--- src/rtl/switch_pkg.sv ---
// Shared definitions for the switch debouncer: per-channel FSM state type and default debounce length.
package switch_pkg;

    typedef enum logic [0:0] {
        IDLE  = 1'b0,
        COUNT = 1'b1
    } state_t;

    localparam int unsigned DEBOUNCE_CYCLES_DEFAULT = 250000;

endpackage

--- src/rtl/debounce_bit.sv ---
// Single-channel debouncer: two-flop synchronizer, IDLE/COUNT FSM with stability counter, optional edge pulses.
// Edge-pulse registers exist only when SWITCH_DEBOUNCER_EDGE_EN is defined.
module debounce_bit
    import switch_pkg::*;
#(
    parameter int unsigned DEBOUNCE_CYCLES = DEBOUNCE_CYCLES_DEFAULT
) (
    input  logic i_clk,
    input  logic i_rst_n,
    input  logic i_switch,
    output logic o_switch,
    output logic o_rise,
    output logic o_fall
);

    localparam int unsigned CW = $clog2(DEBOUNCE_CYCLES + 1);
    // The toggle fires on the edge where the count would reach DEBOUNCE_CYCLES.
    localparam logic [CW-1:0] LAST = CW'(DEBOUNCE_CYCLES - 1);

    logic          r_sync1;
    logic          r_sync2;
    state_t        r_state;
    logic [CW-1:0] r_cnt;
    logic          r_out;

    state_t        w_state_nxt;
    logic [CW-1:0] w_cnt_nxt;
    logic          w_out_nxt;

    always_ff @(posedge i_clk or negedge i_rst_n) begin
        if (!i_rst_n) begin
            r_sync1 <= 1'b0;
            r_sync2 <= 1'b0;
        end else begin
            r_sync1 <= i_switch;
            r_sync2 <= r_sync1;
        end
    end

    always_comb begin
        w_state_nxt = r_state;
        w_cnt_nxt   = r_cnt;
        w_out_nxt   = r_out;
        case (r_state)
            IDLE: begin
                if (r_sync2 != r_out) begin
                    w_state_nxt = COUNT;
                    w_cnt_nxt   = CW'(1);
                end else begin
                    w_cnt_nxt   = '0;
                end
            end
            COUNT: begin
                if (r_sync2 == r_out) begin
                    w_state_nxt = IDLE;
                    w_cnt_nxt   = '0;
                end else if (r_cnt == LAST) begin
                    w_state_nxt = IDLE;
                    w_cnt_nxt   = '0;
                    w_out_nxt   = ~r_out;
                end else begin
                    w_cnt_nxt   = r_cnt + CW'(1);
                end
            end
            default: begin
                w_state_nxt = IDLE;
                w_cnt_nxt   = '0;
            end
        endcase
    end

    always_ff @(posedge i_clk or negedge i_rst_n) begin
        if (!i_rst_n) begin
            r_state <= IDLE;
            r_cnt   <= '0;
            r_out   <= 1'b0;
        end else begin
            r_state <= w_state_nxt;
            r_cnt   <= w_cnt_nxt;
            r_out   <= w_out_nxt;
        end
    end

    assign o_switch = r_out;

`ifdef SWITCH_DEBOUNCER_EDGE_EN
    logic r_prev;
    logic r_rise;
    logic r_fall;

    // Pulses land one cycle after o_switch toggles.
    always_ff @(posedge i_clk or negedge i_rst_n) begin
        if (!i_rst_n) begin
            r_prev <= 1'b0;
            r_rise <= 1'b0;
            r_fall <= 1'b0;
        end else begin
            r_prev <= r_out;
            r_rise <= r_out & ~r_prev;
            r_fall <= ~r_out & r_prev;
        end
    end

    assign o_rise = r_rise;
    assign o_fall = r_fall;
`else
    assign o_rise = 1'b0;
    assign o_fall = 1'b0;
`endif

endmodule

--- src/rtl/switch_debouncer.sv ---
// N-channel switch debouncer top: one independent debounce_bit per channel.
// Define SWITCH_DEBOUNCER_EDGE_EN to build the o_rise/o_fall pulse logic; otherwise they are tied to 0.
module switch_debouncer
    import switch_pkg::*;
#(
    parameter int unsigned N               = 4,
    parameter int unsigned DEBOUNCE_CYCLES = DEBOUNCE_CYCLES_DEFAULT
) (
    input  logic         i_clk,
    input  logic         i_rst_n,
    input  logic [N-1:0] i_switch,
    output logic [N-1:0] o_switch,
    output logic [N-1:0] o_rise,
    output logic [N-1:0] o_fall
);

    for (genvar g = 0; g < N; g++) begin : g_ch
        debounce_bit #(
            .DEBOUNCE_CYCLES(DEBOUNCE_CYCLES)
        ) u_bit (
            .i_clk   (i_clk),
            .i_rst_n (i_rst_n),
            .i_switch(i_switch[g]),
            .o_switch(o_switch[g]),
            .o_rise  (o_rise[g]),
            .o_fall  (o_fall[g])
        );
    end

endmodule

--- config.mk ---
export PLATFORM = sky130hd
export DESIGN_NAME = switch_debouncer
export DESIGN_NICKNAME = d
export VERILOG_FILES = /design/src/rtl/switch_pkg.sv /design/src/rtl/debounce_bit.sv /design/src/rtl/switch_debouncer.sv
export SDC_FILE = /design/constraint.sdc
export NUM_CORES = 1
export LEC_CHECK = 0
export BUFFER_PORTS_ARGS = -buffer_cell sky130_fd_sc_hd__buf_2
export CAP_MARGIN = 15
export CORE_UTILIZATION = 55
export DETAILED_ROUTE_END_ITERATION = 12
export PLACE_DENSITY = 0.75
export SYNTH_ARGS = -nofsm -noshare
export SYNTH_HDL_FRONTEND = slang
export SYNTH_SLANG_ARGS = --single-unit
--- constraint.sdc ---
create_clock -name i_clk -period 1.74 [get_ports i_clk]
set_input_delay 0.348 -clock i_clk [delete_from_list [all_inputs] [get_ports i_clk]]
set_output_delay 0.348 -clock i_clk [all_outputs]
set_load 0.02 [all_outputs]
Word-level counts from Yosys, hierarchy flattened
Cells that the tools add are included.
{"block": "word_totals", "reg_bits": 88, "in_bits": 6}
{"block": "op_classes", "n_addsub": 4, "mux": 32, "eq_ne": 12, "reduce_logical": 4, "bitwise": 12}
{"operator": "18-bit 2-to-1 mux", "count": 8}
{"operator": "18-bit one-hot mux with 2 select lines", "count": 4}
{"operator": "18-bit by 1-bit adder with 18-bit output, second input constant", "count": 4}
{"operator": "18-bit equality test, second input constant", "count": 4}
{"operator": "1-bit 2-to-1 mux", "count": 16}
{"operator": "1-bit inverter", "count": 12}
{"operator": "3-bit AND reduction", "count": 4}
{"operator": "1-bit one-hot mux with 2 select lines", "count": 4}
{"operator": "1-bit equality test", "count": 4}
{"operator": "1-bit != test", "count": 4}

Logic depth before layout (Yosys ltp)
Gate-level depths: netlist of the first run.
{"block": "logic_depth", "depth_word": 4, "ltp_mapped": 6, "mapped_depth_nobuf": 5}

Hierarchy
From an unflattened synthesis of the first run, not the netlist that was laid out.
{"block": "unflattened", "hier_cells": 428, "area_unflattened_um2": 4279.1}
{"module": "debounce_bit", "seq_area_each_um2": 550.5, "cells_each": 107, "instances": 4, "area_per_inst_um2": 1069.8}

Worst setup path after synthesis of the first run
OpenSTA, ideal clock, no wires.
{"block": "synth_timing", "path_kind": "reg2reg", "from": "register g_ch[3].u_bit.r_cnt[9]", "to": "register g_ch[3].u_bit.r_out", "path_stages_with_launch": 5, "required_time_ns": 1.612, "slack_ns": -0.129, "n_path_buf": 0, "arrival_ns": 1.741, "synth_period_minus_slack_ns": 1.869, "cell_sequence": "dfrtp_1 or4_1 nor4_2 and3_1 mux2_1"}
{"block": "synth_between", "elab_chain_cells": 2}
{"item": "start: declaration", "line": "debounce_bit.sv:23", "text": "logic [CW-1:0] r_cnt;"}
{"item": "start signal: assignment", "line": "debounce_bit.sv:79", "text": "r_cnt <= w_cnt_nxt;"}
{"item": "18-bit equality test", "line": "debounce_bit.sv:57", "text": "end else if (r_cnt == LAST) begin"}
{"item": "3-bit AND reduction (no source line)"}
{"item": "end signal: assignment", "line": "debounce_bit.sv:80", "text": "r_out <= w_out_nxt;"}
{"item": "end: declaration", "line": "debounce_bit.sv:24", "text": "logic r_out;"}
Every way passes these cells.
A chain may end at the register's enable or synchronous reset.

Worst setup path in the final report of the first run
{"block": "layout_timing", "from": "register g_ch[3].u_bit.r_cnt[13]", "to": "register g_ch[3].u_bit.r_out"}
Same word-level chain as after synthesis.

==> Implementation_results.wiki, run 1 <==
{| class="wikitable"
! Metric !! Value
|-
| Outcome || finished with violations
|-
| Violated checks || setup timing
|-
| Share of synthesized area occupied by flip-flops and latches || 51.7%
|-
| Worst-path fanout max || 2
|-
| Arrival time worst endpoint || 2.08 ns
|-
| Flop-to-flop setup slack || -0.1 ns
|-
| Min-delay worst type || input port to flop
|-
| Vias in the first global route || 3255
|-
| Antenna Nets Post-Route || 0
|-
| Final RePlAce weighted congestion || 0.882
|-
| Die Y || 90.0 µm
|-
| Top layer in use || met4
|-
| Number of max-cap violations || 0
|-
| Leftover overflow at the end of global routing || 0
|-
| RSZ-0062 raised after global routing || yes
|-
| Cell type contributing the most total cell area after synthesis || sky130_fd_sc_hd__dfrtp_1
|-
| Type of element launching the critical path || flop
|-
| Slowest Stage Delay on Critical Path || 0.54 ns
|-
| Min cycle time layout || 1.84 ns
|-
| Number of sinks handled by clock tree synthesis || 88
|-
| Post-synthesis async set-or-reset flop share || 100%
|-
| I/O Pins || 18
|-
| Detail-routed net length per standard cell || 14.0 µm
|-
| Number of logic stages on the critical path including buffering || 4
|-
| Startpoint-to-endpoint class of the critical path || flop to flop
|-
| Leak Pwr || 0.00206 µW
|-
| # setup viols final || 19
|-
| Final Skew || 0.00628 ns
|-
| Number of enable-type register cells in the synthesized netlist || 0
|-
| Endpoint required time on the critical path || 1.98 ns
|-
| DRC viols || 0
|-
| Pin count of the biggest net entering global routing || 35
|-
| Metal1 wirelength || 3700 µm
|-
| Cell Chain, Critical Path || or4_4, nor4_4, and3_4, mux2_4
|-
| Top cells by area, synth || sky130_fd_sc_hd__dfrtp_1, sky130_fd_sc_hd__xnor2_1, sky130_fd_sc_hd__nor2_1, sky130_fd_sc_hd__nor4_1, sky130_fd_sc_hd__nand3_1
|-
| Site Rows || 31
|-
| Main flop type after synthesis || sky130_fd_sc_hd__dfrtp_1
|-
| Hold violation count in the final report || 0
|-
| Maximum root-to-sink buffer count || 2
|-
| Capture point of the worst reg-to-reg path || g_ch[3].u_bit.o_switch
|-
| Synthesized flop and latch total || 88
|-
| Source of the critical timing path || g_ch[3].u_bit.r_cnt[13]
|-
| Number of diodes || 0
|-
| Met3 WL post-DR || 239 µm
|-
| Synthesized netlist cell count || 426
|-
| DR iter-0 viols || 133
|-
| Worst-case hold slack || 0.0969 ns
|-
| Global-route wire length before repair || 14600 µm
|-
| Fin Setup TNS || -0.797 ns
|-
| Worst-path cell with the longest stage delay || sky130_fd_sc_hd__or4_4
|-
| Port Buffers || 9
|-
| Family with the most delay on the worst path || simple AND/OR/NAND/NOR gates
|-
| Average cell area after synthesis || 9.99 µm²
|-
| Area share of the largest cell type after synthesis || 51.7%
|-
| Via/cell ratio || 5.51
|-
| Crit share post-route || 105%
|-
| Placeable Area || 7370 µm²
|-
| Max VDD drop || 693 µV
|-
| Clock tree from TritonCTS || done
|-
| Wire length reported by the detailed router || 8290 µm
|-
| Finished Core Util || 69.3%
|-
| H-tree depth reported by CTS || 3
|-
| Routed length on met2 || 4220 µm
|-
| CTS Buf Count || 9
|-
| GRT Overall Usage || 22.5%
|-
| F_max || 545 MHz
|-
| Pwr per Cell Area || 721 nW/µm²
|-
| Starting utilization of the core area || 57.8%
|-
| First-pass iteration count of the detailed router || 4
|-
| Clk Tree Root Cell || sky130_fd_sc_hd__clkbuf_8
|-
| Worst path buffer plus inverter count || 0
|-
| Final worst-path setup slack || -0.0953 ns
|-
| Final net count || 500
|-
| Placed wire-length estimate after detailed placement || 5720 µm
|-
| Number of antenna violations at the first check in global routing || 0
|-
| Width of the chip || 90.0 µm
|-
| Via count || 3271
|-
| Post-CTS clock slew at the launch and capture registers of the worst setup and hold paths || 0.08 ns
|-
| Skew-Pair Late Insertion Delay || 0.35 ns
|-
| Area of the die || 8100 µm²
|-
| Synth warn || 0
|-
| Type of destination of the critical path || flop
|-
| Count of cell types in the netlist || 41
|-
| Crit path capture || g_ch[3].u_bit.o_switch
|-
| Growth of design area from synthesis to finish || 19.9%
|-
| Worst reg2reg path startpoint || g_ch[3].u_bit.r_cnt[13]
|-
| Post-synthesis instance area || 4260 µm²
|-
| Depth of the worst register-to-register path || 4
|-
| Fraction of layout instances using a drive strength above 1 || 22.6%
|-
| Final Max Tran Viols || 0
|}
==> timing repair <==
action,4_1_cts,5_1_grt
cloned,0,0
buffers inserted,1,4
resized for setup,6,17
hold buffers,1,0
endpoints found under the hold margin,28,0
pin swaps,3,6
setup endpoints to repair,3,43
==> synth_stat cells, types with 2 or more instances <==
| library cell | count |
|---|---|
| sky130_fd_sc_hd__and4_1 | 2 |
| sky130_fd_sc_hd__nor2_1 | 75 |
| sky130_fd_sc_hd__inv_1 | 17 |
| sky130_fd_sc_hd__or4_1 | 5 |
| sky130_fd_sc_hd__or3_1 | 3 |
| sky130_fd_sc_hd__nor4_1 | 23 |
| sky130_fd_sc_hd__clkbuf_1 | 4 |
| sky130_fd_sc_hd__buf_4 | 13 |
| sky130_fd_sc_hd__dfrtp_1 | 88 |
| sky130_fd_sc_hd__nor3_1 | 19 |
| sky130_fd_sc_hd__nand2_1 | 17 |
| sky130_fd_sc_hd__ha_1 | 4 |
| sky130_fd_sc_hd__a211oi_1 | 5 |
| sky130_fd_sc_hd__and3_1 | 7 |
| sky130_fd_sc_hd__a21oi_1 | 6 |
| sky130_fd_sc_hd__nand4_1 | 18 |
| sky130_fd_sc_hd__xnor2_1 | 50 |
| sky130_fd_sc_hd__nand3_1 | 25 |
| sky130_fd_sc_hd__nor4b_1 | 3 |
| sky130_fd_sc_hd__mux2_2 | 3 |
| sky130_fd_sc_hd__o21ai_0 | 5 |
| sky130_fd_sc_hd__xor2_1 | 10 |
| sky130_fd_sc_hd__nand2b_1 | 2 |
| sky130_fd_sc_hd__nand4_4 | 2 |
| sky130_fd_sc_hd__buf_2 | 3 |
| sky130_fd_sc_hd__nor4bb_1 | 2 |
==> worst min path at each step <==
stage / from / endpoint / slack (ns) / cells after the start
6_report: i_switch[0] / g_ch[0].u_bit.r_sync1 / 0.1 / 1
5_1_grt: i_switch[1] / g_ch[1].u_bit.r_sync1 / 0.07 / 1
4_1_cts: i_switch[0] / g_ch[0].u_bit.r_sync1 / 0.08 / 1
3_5_place_dp: i_rst_n / g_ch[3].u_bit.o_switch / 0.32 / 1
3_3_place_gp: i_rst_n / g_ch[3].u_bit.o_switch / 0.32 / 1
2_1_floorplan: i_rst_n / g_ch[0].u_bit.o_switch / 0.05 / 0
==> layer usage <==
metal	global-route usage [%]	up-vias
met2	38.1	44
met5	0	-
li1	-	1583
met4	6.72	0
met3	6.60	12
met1	27.9	1632
==> layout make-up <==
cell class,instances,area [µm²]
Tap cell,99,124
Fill cell,567,2260
Inverter,17,63.8
Timing Repair Buffer,66,503
Clock inverter,5,55.1
Sequential cell,88,2200
Clock buffer,11,151
Multi-Input combinational cell,308,2000
==> where the power goes <==
group / leakage, µW / total (µW) / internal (µW) / switching (µW)
Clock: 0.000101 / 1430 / 737 / 693
Combinational: 0.000764 / 159 / 51.8 / 107
Sequential: 0.00119 / 2090 / 2070 / 21.2
==> placed cells by master (no fill, tap or decap), types with 2 or more instances in the layout <==
| cell type | Yosys | final |
|---|---|---|
| sky130_fd_sc_hd__clkinv_2 | 0 | 2 |
| sky130_fd_sc_hd__buf_2 | 3 | 8 |
| sky130_fd_sc_hd__buf_12 | 0 | 2 |
| sky130_fd_sc_hd__inv_1 | 17 | 17 |
| sky130_fd_sc_hd__or3_1 | 3 | 3 |
| sky130_fd_sc_hd__conb_1 | 1 | 8 |
| sky130_fd_sc_hd__nor2_1 | 75 | 75 |
| sky130_fd_sc_hd__and4_1 | 2 | 2 |
| sky130_fd_sc_hd__a21oi_1 | 6 | 6 |
| sky130_fd_sc_hd__nor4_1 | 23 | 16 |
| sky130_fd_sc_hd__ha_1 | 4 | 3 |
| sky130_fd_sc_hd__dfrtp_1 | 88 | 87 |
| sky130_fd_sc_hd__a211oi_1 | 5 | 5 |
| sky130_fd_sc_hd__xnor2_1 | 50 | 50 |
| sky130_fd_sc_hd__clkinvlp_4 | 0 | 2 |
| sky130_fd_sc_hd__nor3_2 | 0 | 2 |
| sky130_fd_sc_hd__nor3_1 | 19 | 17 |
| sky130_fd_sc_hd__xor2_1 | 10 | 10 |
| sky130_fd_sc_hd__o21ai_0 | 5 | 4 |
| sky130_fd_sc_hd__nand4_1 | 18 | 18 |
| sky130_fd_sc_hd__nand3_1 | 25 | 23 |
| sky130_fd_sc_hd__buf_4 | 13 | 55 |
| sky130_fd_sc_hd__nand4_4 | 2 | 2 |
| sky130_fd_sc_hd__nor4bb_1 | 2 | 2 |
| sky130_fd_sc_hd__and3_4 | 0 | 2 |
| sky130_fd_sc_hd__nand2b_1 | 2 | 2 |
| sky130_fd_sc_hd__mux2_2 | 3 | 3 |
| sky130_fd_sc_hd__clkbuf_8 | 0 | 11 |
| sky130_fd_sc_hd__nand3_2 | 1 | 3 |
| sky130_fd_sc_hd__nor4_2 | 1 | 7 |
| sky130_fd_sc_hd__nor4b_1 | 3 | 3 |
| sky130_fd_sc_hd__and3_1 | 7 | 5 |
| sky130_fd_sc_hd__nand2_1 | 17 | 17 |
| sky130_fd_sc_hd__o21ai_1 | 1 | 2 |
| sky130_fd_sc_hd__or4_4 | 0 | 4 |
==> stage by stage <==
| step | area, µm² | worst slack [ns] | power, µW | std cells |
|---|---|---|---|---|
| floorplan | 4280 | -0.126 | 2210 | 433 |
| global route | 5100 | -0.138 | 3840 | 594 |
| CTS | 4990 | -0.122 | 3720 | 590 |
| finish | 5100 | -0.0953 | 3680 | 594 |
| global placement | 4740 | -0.0684 | 2280 | 572 |
| detailed placement | 4740 | -0.123 | 2290 | 572 |
==> logic make-up after synthesis <==
group	share of synthesized area, %
and+or+nand+nor	25.4
DFF	51.7
xor gates and xnor gates	12.3
buffers and inverters	4.50
AOI/OAI and AO/OA	3.47
muxes	1.29
adders and majority gates	1.18
other	0.0881
==> flip-flops by register name, indices dropped and copies added, names as in the netlist <==
register and count:
g_ch.u_bit.r_state 4, g_ch.u_bit.r_sync2 4, g_ch.u_bit.r_cnt 72, g_ch.u_bit.r_sync1 4
g_ch.u_bit.o_switch 4
Note: power is estimated with default switching activity, not from simulation.
==> run 2, diff against run 1 <==
Settings changed: ABC_AREA set to 1, CORE_ASPECT_RATIO set to 0.8, CORE_UTILIZATION 55 to 56, PLACE_DENSITY 0.75 to 0.76, SKIP_CTS_REPAIR_TIMING set to 1.
==> Implementation_results.wiki, run 2 <==
{| class="wikitable"
! Metric !! Value
|-
| Cell type contributing the most total cell area after synthesis || sky130_fd_sc_hd__dfrtp_1
|-
| Most common cell in the netlist || sky130_fd_sc_hd__nor2_1
|-
| Area share of the largest cell type after synthesis || 46.9% (-4.8 points)
|-
| Clk Tree Root Cell || sky130_fd_sc_hd__clkbuf_8
|-
| H-tree depth reported by CTS || 3 (unchanged)
|-
| Depth of the worst register-to-register path || 8 (+4)
|-
| Clock tree from TritonCTS || done
|-
| Die Y || 83.9 µm (-6.8%)
|-
| Detail-routed net length per standard cell || 11.3 µm (-19%)
|-
| Largest register by flop count || g_ch.u_bit.r_cnt
|-
| Global-route wire length before repair || 14900 µm (+2.6%)
|-
| Width of the chip || 104 µm (+16%)
|-
| Worst reg2reg path startpoint || g_ch[1].u_bit.r_cnt[0]
|-
| DR iter-0 viols || 179 (+35%)
|-
| Maximum root-to-sink buffer count || 2 (unchanged)
|-
| Routed length on met2 || 3670 µm (-13%)
|-
| Source of the critical timing path || g_ch[1].u_bit.r_cnt[0]
|-
| Post-synthesis async set-or-reset flop share || 100% (unchanged)
|-
| GRT Overall Usage || 21.0% (-1.5 points)
|-
| Met3 WL post-DR || 344 µm (+44%)
|-
| Type of element launching the critical path || flop
|-
| Via/cell ratio || 4.95 (-10%)
|-
| Synthesized flop and latch total || 88 (unchanged)
|-
| RSZ-0062 raised after global routing || no
|-
| Worst-path fanout max || 14 (+12)
|-
| Endpoint required time on the critical path || 1.98 ns (about the same)
|-
| Growth of design area from synthesis to finish || 6.37%
|-
| Placed wire-length estimate after detailed placement || 6030 µm (+5.4%)
|-
| Crit path capture || g_ch[1].u_bit.r_cnt[10]
|-
| Min cycle time layout || 1.59 ns (-0.243 ns)
|-
| Final net count || 623 (+25%)
|-
| Min-delay worst type || input port to flop
|-
| Worst hold path depth || 1 (unchanged)
|-
| Placed cell areas || 4790 µm² (+1.1%)
|-
| Final Total Pwr || 3640 µW (-1.1%)
|-
| F_max || 628 MHz (+15%)
|-
| Number of max-cap violations || 0 (unchanged)
|-
| Count of cell types in the netlist || 27 (-34%)
|-
| Vias in the first global route || 3491 (+7.3%)
|-
| Synth warn || 0 (unchanged)
|-
| Pin count of the biggest net entering global routing || 45 (+29%)
|-
| Antenna Nets Post-Route || 0 (unchanged)
|-
| Placeable Area || 8020 µm² (+8.8%)
|-
| I/O Pins || 18 (unchanged)
|-
| Leak Pwr || 0.00216 µW (+5.0%)
|-
| Via count || 3597 (+10%)
|-
| Arrival time worst endpoint || 1.83 ns (-0.25 ns)
|-
| Leftover overflow at the end of global routing || 0 (unchanged)
|-
| Synthesized netlist cell count || 599 (+41%)
|-
| Site Rows || 29 (-6.5%)
|-
| Average cell area after synthesis || 7.84 µm² (-22%)
|-
| First-pass iteration count of the detailed router || 4 (unchanged)
|-
| Post-synthesis instance area || 4690 µm² (+10%)
|-
| Flop-to-flop setup slack || 0.15 ns (+0.24 ns)
|-
| Type of destination of the critical path || flop
|-
| Wire length reported by the detailed router || 8200 µm (-1.1%)
|-
| Max VDD drop || 576 µV (-17%)
|-
| Skew-Pair Late Insertion Delay || 0.36 ns (about the same)
|-
| Final Skew || 0.00712 ns (+0.000832 ns)
|-
| Metal1 wirelength || 4100 µm (+11%)
|-
| Port Buffers || 9 (unchanged)
|-
| Post-CTS clock slew at the launch and capture registers of the worst setup and hold paths || 0.09 ns (about the same)
|-
| Capture point of the worst reg-to-reg path || g_ch[1].u_bit.r_cnt[10]
|-
| Number of sinks handled by clock tree synthesis || 88 (unchanged)
|-
| Leading post-synthesis cells by instance count || sky130_fd_sc_hd__nor2_1, sky130_fd_sc_hd__nand2_1, sky130_fd_sc_hd__dfrtp_1
|-
| Finished Core Util || 62.3% (-7.0 points)
|-
| Number of diodes || 0 (unchanged)
|-
| Starting utilization of the core area || 58.5% (+0.75 points)
|-
| Number of antenna violations at the first check in global routing || 0 (unchanged)
|-
| Fraction of layout instances using a drive strength above 1 || 10.2% (-12 points)
|-
| Area of the die || 8750 µm² (+8.1%)
|-
| Final RePlAce weighted congestion || 0.868 (-1.5%)
|-
| Max FFs per register || 72 (unchanged)
|-
| Number of enable-type register cells in the synthesized netlist || 0 (unchanged)
|-
| Fin Setup TNS || 0 ns (+0.797 ns)
|-
| DRC viols || 0 (unchanged)
|-
| Startpoint-to-endpoint class of the critical path || flop to flop
|-
| Hold violation count in the final report || 0 (unchanged)
|-
| CTS Buf Count || 9 (unchanged)
|-
| Outcome || finished, final reports clean
|-
| # setup viols final || 0 (-19)
|-
| Commonest non-fill, non-tap cells in the layout || sky130_fd_sc_hd__nor2_1, sky130_fd_sc_hd__nand2_1, sky130_fd_sc_hd__dfrtp_1
|-
| Main flop type after synthesis || sky130_fd_sc_hd__dfrtp_1
|-
| Crit share post-route || 91.5% (-14 points)
|-
| Top cells by area, synth || sky130_fd_sc_hd__dfrtp_1, sky130_fd_sc_hd__nor2_1, sky130_fd_sc_hd__nand2_1, sky130_fd_sc_hd__xor2_1, sky130_fd_sc_hd__inv_1
|-
| Most common cell after layout, fill and taps aside || sky130_fd_sc_hd__nor2_1
|-
| Final Max Tran Viols || 0 (unchanged)
|-
| Pwr per Cell Area || 729 nW/µm² (+1.1%)
|-
| Top layer in use || met4
|-
| Area of all placed cells without fillers || 4990 µm² (-2.2%)
|-
| Share of synthesized area occupied by flip-flops and latches || 46.9% (-4.8 points)
|}
==> run 2: changes by cell type in the layout (fill, tap and decap cells not counted), sizes merged, moves of 7 or more <==
cell,before,now
and3,7,0
buf,65,11
inv,17,78
nand2,17,137
nand3,26,37
nand4,20,11
nor2,75,156
nor4,24,1
xnor2,50,6
xor2,10,35
==> run 2: how the worst min path moves through the flow <==
stage | start | end | slack [ns]
floorplan | i_rst_n | g_ch[0].u_bit.o_switch | 0.05
global placement | i_rst_n | g_ch[0].u_bit.r_cnt[14] | 0.27
detailed placement | i_rst_n | g_ch[0].u_bit.r_cnt[14] | 0.28
CTS | i_rst_n | g_ch[0].u_bit.r_cnt[14] | -0.12
global route | i_switch[2] | g_ch[2].u_bit.r_sync1 | 0.07
finish | i_switch[0] | g_ch[0].u_bit.r_sync1 | 0.09
==> run 2: logic make-up after synthesis <==
logic type               count (synthesis)  share of synthesized area (%)
AND/OR/NAND/NOR                        358                           33.3
AO/OA/AOI/OAI                           15                           1.81
adder cells (fa/ha/maj)                  4                           1.07
buffers and inverters                   92                           9.20
XOR/XNOR                                41                           7.65
other                                    1                         0.0799
flip-flops                              88                           46.9
==> run 2: layout make-up <==
cell class | count | area (µm²)
Fill cell | 698 | 3030
Inverter | 76 | 288
Multi-Input combinational cell | 426 | 2090
Clock inverter | 3 | 22.5
Sequential cell | 88 | 2200
Tap cell | 108 | 135
Timing Repair Buffer | 12 | 85.1
Clock buffer | 13 | 169
==> run 2: report_power, final <==
group / switching, µW / total (µW) / leakage, µW / internal, µW
sequential: 26.1 / 2110 / 0.00119 / 2080
combinational: 132 / 178 / 0.000864 / 46.2
clock: 710 / 1350 / 0.000100 / 645
total: 867 / 3640 / 0.00216 / 2770
==> run 2: per-layer routing <==
| metal | vias to the layer above | track usage (%) |
|---|---|---|
| met4 | 0 | 5.97 |
| li1 | 1843 | - |
| met3 | 9 | 5.31 |
| met5 | - | 0 |
| met1 | 1674 | 28.0 |
| met2 | 71 | 33.9 |
==> run 2: per-stage QoR <==
stage               setup slack (ns)  cells  hold slack [ns]
floorplan                      0.333    606           0.0524
global placement               0.237    709            0.275
detailed placement             0.156    709            0.278
CTS                            0.132    725           -0.119
global route                 0.00876    726           0.0655
finish                         0.147    726           0.0900
==> run 2: critical path: stages (launching register included) <==
cell and delay, ns:
sky130_fd_sc_hd__dfrtp_1 0.41, sky130_fd_sc_hd__ha_1 0.18, sky130_fd_sc_hd__nand2_1 0.08, sky130_fd_sc_hd__nor2_2 0.17, sky130_fd_sc_hd__inv_2 0.06, sky130_fd_sc_hd__nor2_2 0.12, sky130_fd_sc_hd__nand3_2 0.11, sky130_fd_sc_hd__nand2_2 0.24
sky130_fd_sc_hd__nor2_1 0.09
